**config.mk**
```make
export PLATFORM = sky130hd
export DESIGN_NAME = rv32_mod_fetch
export DESIGN_NICKNAME = d
export VERILOG_FILES = /design/src/rtl/rv32_mod_fetch.sv
export SDC_FILE = /design/constraint.sdc
export NUM_CORES = 1
export LEC_CHECK = 0
export BUFFER_PORTS_ARGS = -buffer_cell sky130_fd_sc_hd__buf_2
export CAP_MARGIN = 20
export CORE_MARGIN = 2
export CORE_UTILIZATION = 36
export DETAILED_ROUTE_END_ITERATION = 7
export GPL_TIMING_DRIVEN = 1
export PLACE_DENSITY = 0.63
export REMOVE_ABC_BUFFERS = 1
export SYNTH_ARGS = -nofsm -noshare
export SYNTH_HDL_FRONTEND = slang
export SYNTH_SLANG_ARGS = --single-unit
```
**constraint.sdc**
```tcl
create_clock -name clk -period 5.7 [get_ports clk]
set_clock_uncertainty 0.05 [all_clocks]
set_input_delay 0.57 -clock clk [delete_from_list [all_inputs] [get_ports clk]]
set_output_delay 0.57 -clock clk [all_outputs]
set_load 0.005 [all_outputs]
```
**src/rtl/rv32_mod_fetch.sv**
```systemverilog
// ============================================================================
// rv32_mod_fetch: single-outstanding instruction fetch unit with redirect/drain
// Revision: 1.0
// ============================================================================
`default_nettype none

module rv32_mod_fetch #(
  parameter logic [31:0] RESET_PC = 32'h0000_0000
) (
  input  logic        clk,
  input  logic        rst,
  input  logic        branch_taken,
  input  logic [31:0] branch_target,
  output logic        imem_req,
  output logic [31:0] imem_addr,
  input  logic        imem_ack,
  input  logic        imem_rvalid,
  input  logic [31:0] imem_rdata,
  output logic        instr_valid,
  input  logic        instr_ready,
  output logic [31:0] instr,
  output logic [31:0] instr_pc
);

  localparam logic [2:0] c_IDLE  = 3'd0;
  localparam logic [2:0] c_FETCH = 3'd1;
  localparam logic [2:0] c_WAIT  = 3'd2;
  localparam logic [2:0] c_HOLD  = 3'd3;
  localparam logic [2:0] c_DRAIN = 3'd4;

  logic [2:0]  state_q, state_d;
  logic [31:0] pc_q, pc_d;
  logic [31:0] instr_q, instr_d;
  logic [31:0] instr_pc_q, instr_pc_d;
  logic [31:0] pc_seq;

  assign pc_seq      = {pc_q[31:2], 2'b00} + 32'd4;
  assign imem_req    = (state_q == c_FETCH);
  assign imem_addr   = {pc_q[31:2], 2'b00};
  assign instr_valid = (state_q == c_HOLD);
  assign instr       = instr_q;
  assign instr_pc    = instr_pc_q;

  always_comb begin
    state_d    = state_q;
    pc_d       = pc_q;
    instr_d    = instr_q;
    instr_pc_d = instr_pc_q;
    case (state_q)
      c_IDLE: state_d = c_FETCH;
      c_FETCH: begin
        if (branch_taken) begin
          pc_d = branch_target;
          // Request already accepted: its response is now stale and must be drained.
          if (imem_ack) state_d = c_DRAIN;
        end else if (imem_ack) begin
          state_d = c_WAIT;
        end
      end
      c_WAIT: begin
        if (branch_taken) begin
          pc_d    = branch_target;
          state_d = imem_rvalid ? c_FETCH : c_DRAIN;
        end else if (imem_rvalid) begin
          instr_d    = imem_rdata;
          instr_pc_d = pc_q;
          state_d    = c_HOLD;
        end
      end
      c_HOLD: begin
        if (branch_taken) begin
          pc_d    = branch_target;
          state_d = c_FETCH;
        end else if (instr_ready) begin
          pc_d    = pc_seq;
          state_d = c_FETCH;
        end
      end
      c_DRAIN: begin
        if (branch_taken) pc_d = branch_target;
        if (imem_rvalid) state_d = c_FETCH;
      end
      default: state_d = c_IDLE;
    endcase
  end

  always_ff @(posedge clk) begin
    if (rst) begin
      state_q    <= c_IDLE;
      pc_q       <= RESET_PC;
      instr_q    <= 32'd0;
      instr_pc_q <= 32'd0;
    end else begin
      state_q    <= state_d;
      pc_q       <= pc_d;
      instr_q    <= instr_d;
      instr_pc_q <= instr_pc_d;
    end
  end

endmodule

`default_nettype wire

```
==> qor.txt <==
vias in the first global route - 4338
cell internal power dissipation - 1120 uW
post-synthesis xor/xnor area fraction - 0.00372
std cell rows - 41
Post-DRT Antenna Nets - 0
Initial Util - 0.370
Area Overhead vs Synth - 19.4%
Fill cells - 1342
Primary FF master, synth - dfxtp_1
Worst Max-Slew Pin Slew - 0.846 ns
HPWL after detailed placement - 9.14 mm
Slew Viols, Final - 0
CP max FO - 7
complex-gate fraction of the synthesized area - 0.210
Fin. Hold Viols - 0
Inserted Clock Buffers - 9
Most common cell on crit path - nand4_1
maximum number of pins on one net before global-route repair - 106
Final Critical Period - 2.50 ns
Placeable Area - 12700 um^2
drt drc - 0
Clock Power Share - 0.355
TritonRoute pass-1 iters - 4
Diodes inserted - 0
#FFs+latches synth - 99
multiplexer area fraction after synthesis - 0.00212
antenna violations before repair - 0
CTS tree - yes
# Post-CTS Setup Buffers - 0
Final Power - 1530 uW
adder-cell area share of the yosys netlist - 0.00266
Post-Layout Cell Count - 894
WP data arrival - 2.72 ns
FF-to-FF path depth - 6
CTS Sinks - 99
Pleak - 0.00229 uW
max_slew headroom - 0.436
Comb pwr share - 0.146
max-cap violation count - 0
Req. time, crit path - 5.92 ns
iteration-0 DRC count of the detailed router - 229
Post-Synthesis Cells - 615
multi-input logic area - 2250 um^2
power per cell area - 273 nW/um^2
Yosys warnings - 0
clock buffer depth - 2
fraction of registers with async set or reset after synthesis - 0
largest family of logic cells by synthesized area - simple AND/OR/NAND/NOR gates
register area - 1980 um^2
startpoint types - register
most numerous cell in the Yosys netlist - nand2_1
clock latency on the worst-skew pair - 0.34 ns
final setup fails - 0
RSZ-0062 raised after global routing - false
Ports - 168
final WL - 13.2 mm
switching power total - 416 uW
number of I/O port buffers - 165
DIE AREA - 14000 um^2
crit-path cells - ha_1, nand4_1, nor3_1, nand4_1, or4_1, o211ai_1
nets - 791
Die Ht - 118 um
Setup CP Type - reg -> reg
number of synthesized flops with an enable pin - 0
post-synthesis sequential area ratio - 0.421
Hold Path Stages - 2
GRT Total Usage - 0.187
post-synth top area cell - dfxtp_1
VDD IR max - 129 uV
crit end category - register
Hold WC Path Type - reg -> reg
status - complete, no violations
Synth area leaders - dfxtp_1 (42%), nand2_1 (12%), a21oi_1 (9.6%)
Hold Buf Count CTS - 0
final period utilization - 0.439
wire per inst - 14.8 um
post-synth cell types - 61
Remaining Overflow, GRT - 0
Via Count - 4576
global-route wire length before repair - 21.5 mm
Worst path slowest cell - nor3_1
H-tree Lvls - 3
post-CTS resize count - 0
Cell Area, Synth - 4710 um^2
Commonest cells post-synth - nand2_1 (156), dfxtp_1 (99), a21oi_1 (90), buf_4 (33), nor2_1 (29)
sequential group share of total power - 0.499
final setup TNS - 0 ns
Reg2Reg Setup Slack - 3.20 ns
CP max stage delay - 0.65 ns
layout cells sized above 1 - 0.269
Mean Syn Cell Area - 7.66 um^2
CTS Root Cell - clkbuf_16
sw frac - 0.271
share of the synthesized area in the top cell type - 0.421
GPL Wtd Cong - 0.850
Chip Width - 118 um
simple-gate share of the synthesized area - 0.255
CTS clock-pin slew for the worst setup and hold paths - 0.06 ns
Via density - 5.12
f_max - 400 MHz
DP Cell Count - 879
[worst paths after layout]
path                 from           end
max               pc_q[2]      pc_q[30]
min          instr_pc[22]  instr_pc[22]
max reg2reg       pc_q[2]      pc_q[30]
min reg2reg  instr_pc[22]  instr_pc[22]
[final cells by class]
type | instances | share of cell area
flip-flops and latches | 99 | 0.352
clock buffers | 13 | 0.0445
multi-input cells | 433 | 0.401
repair buffers | 171 | 0.160
well taps | 172 | 0.0383
inverters | 6 | 0.00400
[worst max-delay path, delay by kind of cell, from the launching register on]
kind | cells | cell delay [ns]
AOI/OAI and AO/OA | 1 | 0.10
adders and majority gates | 1 | 0.28
DFF | 1 | 0.48
and+or+nand+nor | 4 | 1.51
[cells in the final DEF, fill, tap and decap left out, types with 3 or more instances in the layout]
cell type / n
dfxtp_1: 99
a22oi_1: 7
nand3b_1: 3
a211oi_1: 7
o32ai_1: 4
nand2_1: 155
nor2_1: 29
o21ai_0: 12
a311oi_1: 3
clkbuf_16: 9
nand2b_1: 8
a21oi_1: 90
clkbuf_1: 3
buf_2: 164
nand4_1: 9
nand3_1: 14
o211ai_1: 5
inv_1: 6
o22ai_1: 6
or4_1: 4
a221oi_1: 3
nor3_1: 20
buf_4: 5
and3_1: 6
[cell families after synthesis]
family / after synthesis
buf+inv: 84
other cells: 1
compound gates: 160
xor+xnor: 2
fa+ha+maj: 1
mux: 1
simple gates: 267
flops: 99
[metal layers]
layer	track usage	vias to the layer above	wire, um
met4	0.0699	0	223
met3	0.0396	15	829
met5	0	-	0
li1	-	2308	-
met1	0.239	2096	6030
met2	0.310	157	6140
[sequential cells by signal, indices dropped and copies added, names as in the netlist]
name and count:
instr 32, instr_pc 32, pc_q 32, state_q 3
[power by group through the flow]
stage          logic [uW]  clock network, uW  registers, uW
2_1_floorplan         117                  0            770
3_3_place_gp          213                  0            778
3_5_place_dp          218                  0            780
4_1_cts               219                565            764
5_1_grt               250                596            771
6_report              224                544            765
[through the flow]
step                 util  instance area [um^2]  setup WS, ns  hold slack (ns)
detailed placement  0.419                  5330          3.01            0.393
CTS                 0.439                  5580          2.99            0.398
global route        0.442                  5620          3.07            0.411
finish              0.442                  5620          3.20            0.399
floorplan               -                  4250          3.14            0.376
global placement    0.419                  5330          3.14            0.389
(Power assumes the default switching activity.)
